**src/rtl/regfile.sv**
```systemverilog
// 8 x 16 register file: one-hot write decode, load-enabled registers,
// combinational 8:1 read mux, asynchronous active-high clear.
module regfile #(
  parameter int k = 16,
  parameter int n = 3
) (
  input  logic [k-1:0] data_in,
  input  logic [n-1:0] writenum,
  input  logic         write,
  input  logic [n-1:0] readnum,
  input  logic         clk,
  output logic [k-1:0] data_out,
  input  logic         reset
);

  logic [7:0]   doutW;
  logic         load0, load1, load2, load3;
  logic         load4, load5, load6, load7;
  logic [k-1:0] R0, R1, R2, R3, R4, R5, R6, R7;

  // Decoded independently of write; write only gates the loads.
  assign doutW = 8'b0000_0001 << writenum;

  assign load0 = write & doutW[0];
  assign load1 = write & doutW[1];
  assign load2 = write & doutW[2];
  assign load3 = write & doutW[3];
  assign load4 = write & doutW[4];
  assign load5 = write & doutW[5];
  assign load6 = write & doutW[6];
  assign load7 = write & doutW[7];

  always_ff @(posedge clk or posedge reset) begin
    if (reset) begin
      R0 <= '0;
      R1 <= '0;
      R2 <= '0;
      R3 <= '0;
      R4 <= '0;
      R5 <= '0;
      R6 <= '0;
      R7 <= '0;
    end else begin
      if (load0) R0 <= data_in;
      if (load1) R1 <= data_in;
      if (load2) R2 <= data_in;
      if (load3) R3 <= data_in;
      if (load4) R4 <= data_in;
      if (load5) R5 <= data_in;
      if (load6) R6 <= data_in;
      if (load7) R7 <= data_in;
    end
  end

  // No write-through: readers see the old value until the edge.
  always_comb begin
    data_out = '0;
    unique case (readnum)
      3'd0: data_out = R0;
      3'd1: data_out = R1;
      3'd2: data_out = R2;
      3'd3: data_out = R3;
      3'd4: data_out = R4;
      3'd5: data_out = R5;
      3'd6: data_out = R6;
      3'd7: data_out = R7;
      default: data_out = '0;
    endcase
  end

endmodule

```
**config.mk**
```make
export PLATFORM = sky130hd
export DESIGN_NAME = regfile
export DESIGN_NICKNAME = d
export VERILOG_FILES = /design/src/rtl/regfile.sv
export SDC_FILE = /design/constraint.sdc
export NUM_CORES = 1
export LEC_CHECK = 0
export BUFFER_PORTS_ARGS = -buffer_cell sky130_fd_sc_hd__buf_2
export CORE_ASPECT_RATIO = 0.9
export CORE_MARGIN = 4
export CORE_UTILIZATION = 43
export CTS_BUF_LIST = sky130_fd_sc_hd__clkbuf_8
export DETAILED_ROUTE_END_ITERATION = 6
export GPL_TIMING_DRIVEN = 0
export PLACE_DENSITY = 0.59
export SYNTH_ARGS = -nofsm -noshare
export SYNTH_HDL_FRONTEND = slang
export SYNTH_SLANG_ARGS = --single-unit
```
**constraint.sdc**
```tcl
create_clock -name clk -period 4.1 [get_ports clk]
set_input_delay 0.205 -clock clk [delete_from_list [all_inputs] [get_ports clk]]
set_output_delay 0.205 -clock clk [all_outputs]
set_load 0.01 [all_outputs]
```
==> flow_summary.json, run 1 <==
{
  "ys_ff_latch": 128,
  "setup_violations": 0,
  "placement.io_buffers": 34,
  "cp_slowest_cell": "nor2_1",
  "final_max_slew_viol_count": 0,
  "grt-ovfl-total": 0,
  "fillers": 1182,
  "syn-cell-area_sq_um": 6000,
  "boundaryPins": 41,
  "cts_tree": "built",
  "reg2regPathDepth": 1,
  "cp.required_ns": 3.89,
  "avgRoutedWirePerCell_microns": 22.4,
  "synth_warnings": 0,
  "start_util": 0.444,
  "cp_common_cell": "buf_2",
  "syn_nets": 443,
  "cpPeakStageDelay_ns": 0.99,
  "status": "complete, no violations",
  "finalCritPeriodShare": 0.540,
  "fin_hold_ws_ns": 0.0845,
  "synthDistinctLibCells": 34,
  "cts_buffer_depth": 2,
  "clockRootBuffer": "clkbuf_8",
  "antenna_found_initial": 0,
  "powerDensity_nw_per_um2": 503,
  "crit_end": "data_out[2]",
  "cts_resized": 0,
  "clock-sinks": 128,
  "diodes": 0,
  "drc": 0,
  "die_h_microns": 120,
  "hold_violations": 0,
  "final_cell_mix": "128 x dfrtp_1, 119 x mux2_2, 45 x buf_2",
  "grt_pass1_vias": 3736,
  "rsz0062_at_grt": "false",
  "firstDrtPassIters": 4,
  "areaGrowthSynthToFinish_pct": 13.8,
  "fin_nets": 498,
  "grt_first_pass_wirelength_microns": 22500,
  "clk_transition_reported_paths_ns": 0.08,
  "syn_avg_cell_area_sq_um": 14.3,
  "crit_type": "input port to output pin",
  "cts_max_level": 4,
  "dieArea_sq_um": 15900,
  "maxCapViolCount": 0,
  "reg2reg_from": "R6[6]",
  "ant_nets": 0,
  "core_sq_um": 13500,
  "drtIter0Drc": 229,
  "worstPathMaxFanout": 10,
  "post_cts_buffers": 0,
  "grt_max_degree": 103,
  "fp.dieW_microns": 132,
  "cp_cell_sequence": "buf_2 -> nor2_1 -> a22o_1 -> o32a_1 -> buf_2",
  "vias_per_cell": 5.65,
  "clk_latency_ns": 0.45,
  "slew_headroom": 0.147,
  "place_inst": 621,
  "grt_use_met3": 0.0541,
  "leakagePower_nw": 3.02,
  "tightest_slew_ns": 1.27,
  "ys_seq_area_frac": 0.534,
  "crit_start": "readnum[1]",
  "dp_hpwl_microns": 9160,
  "min_path_cells": 2,
  "gp_congestion": 0.762,
  "postRouteWirelength_microns": 14700,
  "syn_inst": 418,
  "layout-drive-gt1-share": 0.477,
  "grt-busiest-layer": "met2",
  "ff2ff_setup_slack_ns": 3.32,
  "ctsHoldBuffers": 1,
  "start_kind": "input port",
  "grtUsageMet2": 0.292,
  "clock_skew_ns": 0,
  "fin_cells": 654,
  "r2r_end": "R6[6]",
  "final_common_cell": "dfrtp_1",
  "numCtsBuffers": 17,
  "met1_usage": 0.272,
  "fp-row-count": 40,
  "num_vias": 3698,
  "fmax_mhz": 452,
  "multi_input_area_sq_um": 2570,
  "min_period_ns": 2.21,
  "endpoint_kind": "output pin",
  "ir_drop_uv": 215,
  "seq_area_sq_um": 3200,
  "hold_class": "input port to flop",
  "grt_use_total": 0.193,
  "arrival_ns": 2.01
}
-- synthesized netlist by cell type --
cell / count / share of area
or3_1: 1 / 0.0010
mux2i_1: 21 / 0.035
clkbuf_1: 5 / 0.0031
buf_6: 3 / 0.0056
o22a_1: 2 / 0.0029
buf_1: 1 / 0.00063
o22ai_1: 12 / 0.013
mux2_4: 10 / 0.025
and3b_1: 1 / 0.0015
buf_4: 7 / 0.0088
o21ai_0: 1 / 0.00083
nand4b_1: 1 / 0.0015
buf_2: 11 / 0.0092
nor3b_1: 3 / 0.0038
a22o_1: 10 / 0.015
mux4_2: 5 / 0.019
o32a_1: 11 / 0.018
inv_1: 12 / 0.0075
a211oi_1: 2 / 0.0025
nor3_4: 2 / 0.0054
buf_12: 1 / 0.0033
o32ai_1: 11 / 0.016
nor3b_4: 2 / 0.0063
nand2b_4: 1 / 0.0023
mux2_1: 1 / 0.0019
nor2b_1: 12 / 0.013
nand2_1: 13 / 0.0081
nor2_1: 3 / 0.0019
nand2b_1: 1 / 0.0010
nand4b_2: 3 / 0.0075
nand4_2: 1 / 0.0021
dfrtp_1: 128 / 0.53
or2_2: 1 / 0.0010
mux2_2: 119 / 0.22
-- cells by family (layout without fill, tap and decap cells) --
| group | Yosys count | count (layout) | share of synthesized area |
|---|---|---|---|
| compound gates | 49 | 49 | 0.0678 |
| buf+inv | 40 | 108 | 0.0382 |
| mux | 156 | 156 | 0.304 |
| simple gates | 45 | 45 | 0.0559 |
| flops | 128 | 128 | 0.534 |
-- power by group --
part,internal [mW],switching (mW),leakage (nW)
clock network,0.623,0.492,0.210
registers,1.54,0.132,1.54
logic,0.379,0.272,1.27
-- worst min path at each step --
stage                     slack (ns)      to       start
after detailed placement        0.19  R4[11]       reset
after global routing            0.07   R3[0]  data_in[0]
after CTS                       0.06   R2[0]  data_in[0]
final                           0.08   R2[0]  data_in[0]
after floorplan                 0.34   R4[3]  data_in[3]
after global placement          0.47   R4[3]       R4[3]
-- worst max-delay path, delay by kind of cell --
kind	cells	cell delay, ns
simple gates	1	0.99
compound gates	2	0.48
buf+inv	2	0.33
-- flip-flops by register name (all words and copies together) (netlist names) --
signal  cells
R5         16
R0         16
R6         16
R2         16
R3         16
R4         16
R7         16
R1         16
-- stage by stage --
step | power [mW] | util | setup WS, ns | instance area [sq um] | TNS, ns
detailed placement | 2.35 | 0.474 | 1.91 | 6410 | 0
global placement | 2.32 | 0.472 | -0.954 | 6380 | -120.94
floorplan | 2.16 | - | 0.482 | 6000 | 0
finish | 3.44 | 0.505 | 1.89 | 6830 | 0
CTS | 3.47 | 0.505 | 1.91 | 6830 | 0
global route | 3.62 | 0.505 | 1.84 | 6830 | 0
-- per-layer routing --
layer / share of wire / routed length [microns]
met5: 0 / 0
met4: 0.0098 / 143
met3: 0.037 / 546
met2: 0.48 / 6990
met1: 0.48 / 6980
-- layout make-up --
type,instances,share of cell area
clock inverter,13,0.0213
clock buffer,19,0.0383
tap,168,0.0308
timing repair buffer,36,0.0304
inverter,12,0.00733
multi-input combinational,250,0.376
buffer,28,0.0269
sequential,128,0.469
Note: power is estimated with default switching activity, not from simulation.
==> run 2: changes to the inputs <==
--- a/config.mk
+++ b/config.mk
@@ -12,7 +12,7 @@
 export CTS_BUF_LIST = sky130_fd_sc_hd__clkbuf_8
 export DETAILED_ROUTE_END_ITERATION = 6
 export GPL_TIMING_DRIVEN = 0
-export PLACE_DENSITY = 0.59
+export PLACE_DENSITY = 0.61
 export SYNTH_ARGS = -nofsm -noshare
 export SYNTH_HDL_FRONTEND = slang
 export SYNTH_SLANG_ARGS = --single-unit
==> constraint.sdc (replaced) <==
create_clock -name clk -period 1.95 [get_ports clk]
set_input_delay 0.0975 -clock clk [delete_from_list [all_inputs] [get_ports clk]]
set_output_delay 0.0975 -clock clk [all_outputs]
set_load 0.01 [all_outputs]
==> run 2 against run 1 <==
Setup slack worse by 1.9 ns. Die area did not move. Non-clock buffer count grew 18. Core utilization up 1.0 points. Critical path depth is the same. Worst hold slack improved by 0.097 ns. Sequential power is 110% higher. Global-route usage grew 0.23 points. Clock power up 85%. Design area increased by 2.0%.
==> flow_summary.json, run 2 (synthesized netlist as in run 1, its figures left out) <==
{
  "avgRoutedWirePerCell_microns": 21.8,
  "drc": 0,
  "fin_nets": 516,
  "hold_class": "input port to flop",
  "endpoint_kind": "output pin",
  "min_from": "writenum[1]",
  "layout-drive-gt1-share": 0.463,
  "clock_skew_ns": 0,
  "final_common_cell": "dfrtp_1",
  "start_util": 0.444,
  "diodes": 0,
  "grt-ovfl-total": 0,
  "clockRootBuffer": "clkbuf_8",
  "fillers": 1154,
  "grt_pass1_vias": 3992,
  "antenna_found_initial": 0,
  "reg2regPathDepth": 1,
  "dieArea_sq_um": 15900,
  "die_h_microns": 120,
  "crit_start": "readnum[2]",
  "tightest_slew_ns": 0.899,
  "placement.io_buffers": 34,
  "dp_hpwl_microns": 9550,
  "worstPathMaxFanout": 10,
  "leakagePower_nw": 3.09,
  "firstDrtPassIters": 5,
  "clock-sinks": 128,
  "final_cell_mix": "128 x dfrtp_1, 119 x mux2_2, 45 x buf_2",
  "min_period_ns": 1.92,
  "power.total_mw": 6.99,
  "arrival_ns": 1.82,
  "setup_ws_ns": 0.0313,
  "crit_type": "input port to output pin",
  "core_sq_um": 13500,
  "grt_use_total": 0.196,
  "drtIter0Drc": 309,
  "finalInstanceArea_sq_um": 6970,
  "ir_drop_uv": 644,
  "status": "complete, no violations",
  "cts_buffer_depth": 2,
  "grt_max_degree": 43,
  "rsz0062_at_grt": "false",
  "finalCritPeriodShare": 0.984,
  "setup_tns_ns": 0,
  "cts_max_level": 4,
  "slew_headroom": 0.401,
  "fp.dieW_microns": 132,
  "grt_first_pass_wirelength_microns": 23300,
  "ant_nets": 0,
  "min_path_cells": 3,
  "detailed_place.area_sq_um": 6440,
  "start_kind": "input port",
  "place_ws_ns": 0.0645,
  "final_max_slew_viol_count": 0,
  "reg2reg_from": "R2[3]",
  "cp.required_ns": 1.85,
  "postRouteWirelength_microns": 14600,
  "hold_violations": 0,
  "maxCapViolCount": 0,
  "powerDensity_nw_per_um2": 1000,
  "vias_per_cell": 5.63,
  "setup_violations": 0,
  "cts_tree": "built",
  "gp_congestion": 0.769,
  "fp-row-count": 40,
  "boundaryPins": 41,
  "clk_transition_reported_paths_ns": 0.07,
  "num_vias": 3775,
  "fin_cells": 671,
  "place_inst": 623,
  "fmax_mhz": 521,
  "clk_latency_ns": 0.44,
  "numCtsBuffers": 17,
  "areaGrowthSynthToFinish_pct": 16.1
}
run 2: power by group:
part | internal [mW] | switching [mW] | total [mW]
sequential | 3.24 | 0.287 | 3.53
combinational | 0.825 | 0.589 | 1.41
clock | 1.07 | 0.980 | 2.05
run 2: path summary, 6_finish.rpt:
check,slack (ns),to
max,0.03,data_out[15]
max reg2reg,1.17,R2[3]
min,0.18,R1[13]
max in group asynchronous,0.94,R5[14]
min reg2reg,0.49,R4[3]
min in group asynchronous,0.21,R4[3]
run 2: critical path, stage by stage:
cell and delay, ns:
buf_2 0.19, clkbuf_1 0.70, mux4_2 0.40, mux2_2 0.28, buf_2 0.14
run 2: final cells by class:
class                   instances  area [sq um]  area share
inverters                      12          48.8     0.00700
clock buffers                  20           275      0.0395
multi-input cells             250          2570       0.369
well taps                     168           210      0.0302
repair buffers                 54           400      0.0575
plain buffers                  28           185      0.0266
flip-flops and latches        128          3200       0.460
clock inverters                11          75.1      0.0108
run 2: through the flow:
step	hold slack (ns)	utilization
final	0.182	0.516
after detailed placement	0.143	0.477
after global placement	0.430	0.472
after floorplan	0.232	-
after CTS	0.166	0.515
after global routing	0.178	0.516
run 2: timing repair:
| item | CTS | global route |
|---|---|---|
| setup buffers | 0 | 0 |
| hold endpoints to repair | 137 | 0 |
| endpoints found under the setup margin | 0 | 2 |
| gates resized for setup | 0 | 3 |
| hold buffers | 17 | 0 |
run 2: layer usage:
layer / part of all wire / track usage / wire (microns)
met1: 0.47 / 0.272 / 6930
met2: 0.47 / 0.306 / 6920
met3: 0.040 / 0.0344 / 588
met4: 0.014 / 0.0760 / 205
met5: 0 / 0 / 0
==> run 3: changes to the inputs <==
--- a/config.mk
+++ b/config.mk
@@ -5,6 +5,7 @@
 export SDC_FILE = /design/constraint.sdc
 export NUM_CORES = 1
 export LEC_CHECK = 0
+export ABC_AREA = 1
 export BUFFER_PORTS_ARGS = -buffer_cell sky130_fd_sc_hd__buf_2
 export CORE_ASPECT_RATIO = 0.9
 export CORE_MARGIN = 4
==> run 3 against run 2 <==
First-iteration DRC count increased by 55%. Via count grew 39%. Area after synthesis is 0.83% lower. Register-to-register slack gained 0.09 ns.
==> flow_summary.json, run 3 <==
{
  "powerDensity_nw_per_um2": 995,
  "synth_warnings": 0,
  "worstPathMaxFanout": 2,
  "leakagePower_nw": 3.41,
  "setup_ws_ns": 0.385,
  "start_util": 0.442,
  "drc": 0,
  "core_sq_um": 13500,
  "numCtsBuffers": 17,
  "layout-drive-gt1-share": 0.137,
  "final_cell_mix": "183 x nand2_1, 128 x dfrtp_1, 112 x o21ai_0",
  "power.total_mw": 6.77,
  "antenna_found_initial": 0,
  "endpoint_kind": "output pin",
  "syn_inst": 717,
  "clock-sinks": 128,
  "ys.flop_type": "dfrtp_1",
  "avgRoutedWirePerCell_microns": 18.1,
  "syn-cell-area_sq_um": 5950,
  "num_vias": 5243,
  "fp-row-count": 40,
  "cts_tree": "built",
  "cp_cell_sequence": "nand4_1 -> nand2_1 -> nor2_1 -> nand3_1 -> buf_2",
  "yosys.cell_count.top_type": "nand2_1",
  "synth_async_sr_flop_share": 1.00,
  "dieArea_sq_um": 15800,
  "tightest_slew_ns": 0.663,
  "rsz0062_at_grt": "false",
  "min_period_ns": 1.57,
  "place_inst": 926,
  "dp_hpwl_microns": 12800,
  "ant_nets": 0,
  "cpPeakStageDelay_ns": 0.38,
  "areaGrowthSynthToFinish_pct": 14.4,
  "synth_edf_count": 0,
  "yosys-top-cells-count": "183 x nand2_1, 128 x dfrtp_1, 112 x o21ai_0, 68 x nor2_1, 64 x nand4_1",
  "hold_violations": 0,
  "crit_type": "flop to output pin",
  "ys_ff_latch": 128,
  "syn_nets": 742,
  "cp_slowest_cell": "dfrtp_1",
  "cp.required_ns": 1.85,
  "detailed_place.area_sq_um": 6410,
  "clk_transition_reported_paths_ns": 0.07,
  "clk_latency_ns": 0.44,
  "grt_max_degree": 44,
  "ys_seq_area_frac": 0.538,
  "grt_use_total": 0.235,
  "fin_nets": 803,
  "grt_first_pass_wirelength_microns": 28800,
  "start_kind": "flop",
  "synth_top_area_share": 0.538,
  "fillers": 1317,
  "finalCritPeriodShare": 0.803,
  "ir_drop_uv": 516,
  "grt-ovfl-total": 0,
  "maxCapViolCount": 0,
  "final_max_slew_viol_count": 0,
  "syn_avg_cell_area_sq_um": 8.30,
  "firstDrtPassIters": 5,
  "fin_hold_ws_ns": 0.0542,
  "synth_area_leaders": "dfrtp_1 54%, nand2_1 12%, o21ai_0 9.4%",
  "boundaryPins": 41,
  "postRouteWirelength_microns": 17400,
  "drtIter0Drc": 479,
  "cts_resized": 0,
  "ff2ff_setup_slack_ns": 1.26,
  "crit_family": "simple AND/OR/NAND/NOR gates",
  "cts_buffer_depth": 2,
  "diodes": 0,
  "clockRootBuffer": "clkbuf_8",
  "fmax_mhz": 639,
  "crit_buf_inv": 1,
  "clock_skew_ns": 0,
  "vias_per_cell": 5.47,
  "cts_max_level": 4,
  "status": "complete, no violations",
  "finalInstanceArea_sq_um": 6810,
  "gp_congestion": 0.896,
  "slew_headroom": 0.558,
  "setup_violations": 0,
  "grt_pass1_vias": 5239,
  "fp.dieW_microns": 132,
  "final_common_cell": "nand2_1",
  "arrival_ns": 1.47,
  "hold_class": "input port to flop",
  "synthDistinctLibCells": 18,
  "yosysTopAreaCell": "dfrtp_1",
  "place_ws_ns": 0.482,
  "fin_cells": 958,
  "placement.io_buffers": 38,
  "die_h_microns": 120
}
## run 3: metal layers
layer / share of wire / wire, microns / up-vias / GRT usage
li1: - / - / 2514 / -
met5: 0 / 0 / - / 0
met3: 0.068 / 1180 / 26 / 0.0566
met2: 0.46 / 8010 / 175 / 0.363
met4: 0.015 / 262 / 0 / 0.0610
met1: 0.46 / 7900 / 2528 / 0.333
## run 3: repair_timing
| action | CTS | global route |
|---|---|---|
| hold buffers | 1 | 0 |
| setup buffers | 0 | 0 |
| endpoints found under the hold margin | 44 | 0 |
## run 3: power by group
part / total, mW / internal, mW / switching [mW]
Combinational: 1.11 / 0.418 / 0.697
Clock: 2.23 / 1.24 / 0.989
Sequential: 3.43 / 3.16 / 0.271
## run 3: per-stage QoR
| stage | setup TNS (ns) | utilization |
|---|---|---|
| final | 0 | 0.506 |
| after global routing | 0 | 0.506 |
| after CTS | 0 | 0.506 |
| after detailed placement | 0 | 0.476 |
| after global placement | -66.10 | 0.472 |
| after floorplan | 0 | - |
## run 3: area by class of cell
cell class                 count  area (sq um)  share of cell area
inverter                      40           154              0.0226
buffer                        52           299              0.0439
clock inverter                10          95.1              0.0140
multi-input combinational    497          2300               0.337
timing repair buffer          42           260              0.0382
tap                          168           210              0.0309
clock buffer                  21           289              0.0425
sequential                   128          3200               0.471
## run 3: path summary, 6_finish.rpt
path,from,end,cells past startpoint
hold reg to reg,R3[5],R3[5],2
min in group asynchronous,reset,R5[14],3
setup reg to reg,R4[3],R4[3],2
hold / removal,data_in[1],R7[1],3
setup / recovery,R7[8],data_out[8],5
max in group asynchronous,reset,R4[11],5
## run 3: worst reg2reg max path, cell delays in order, from the launching register on
cell	delay (ns)
dfrtp_1	0.39
nand2_1	0.07
o21ai_0	0.10
## run 3: logic make-up after synthesis
kind of cell / share of synthesized area
flip-flops: 0.538
AND/OR/NAND/NOR: 0.278
AO/OA/AOI/OAI: 0.108
buffers and inverters: 0.0755
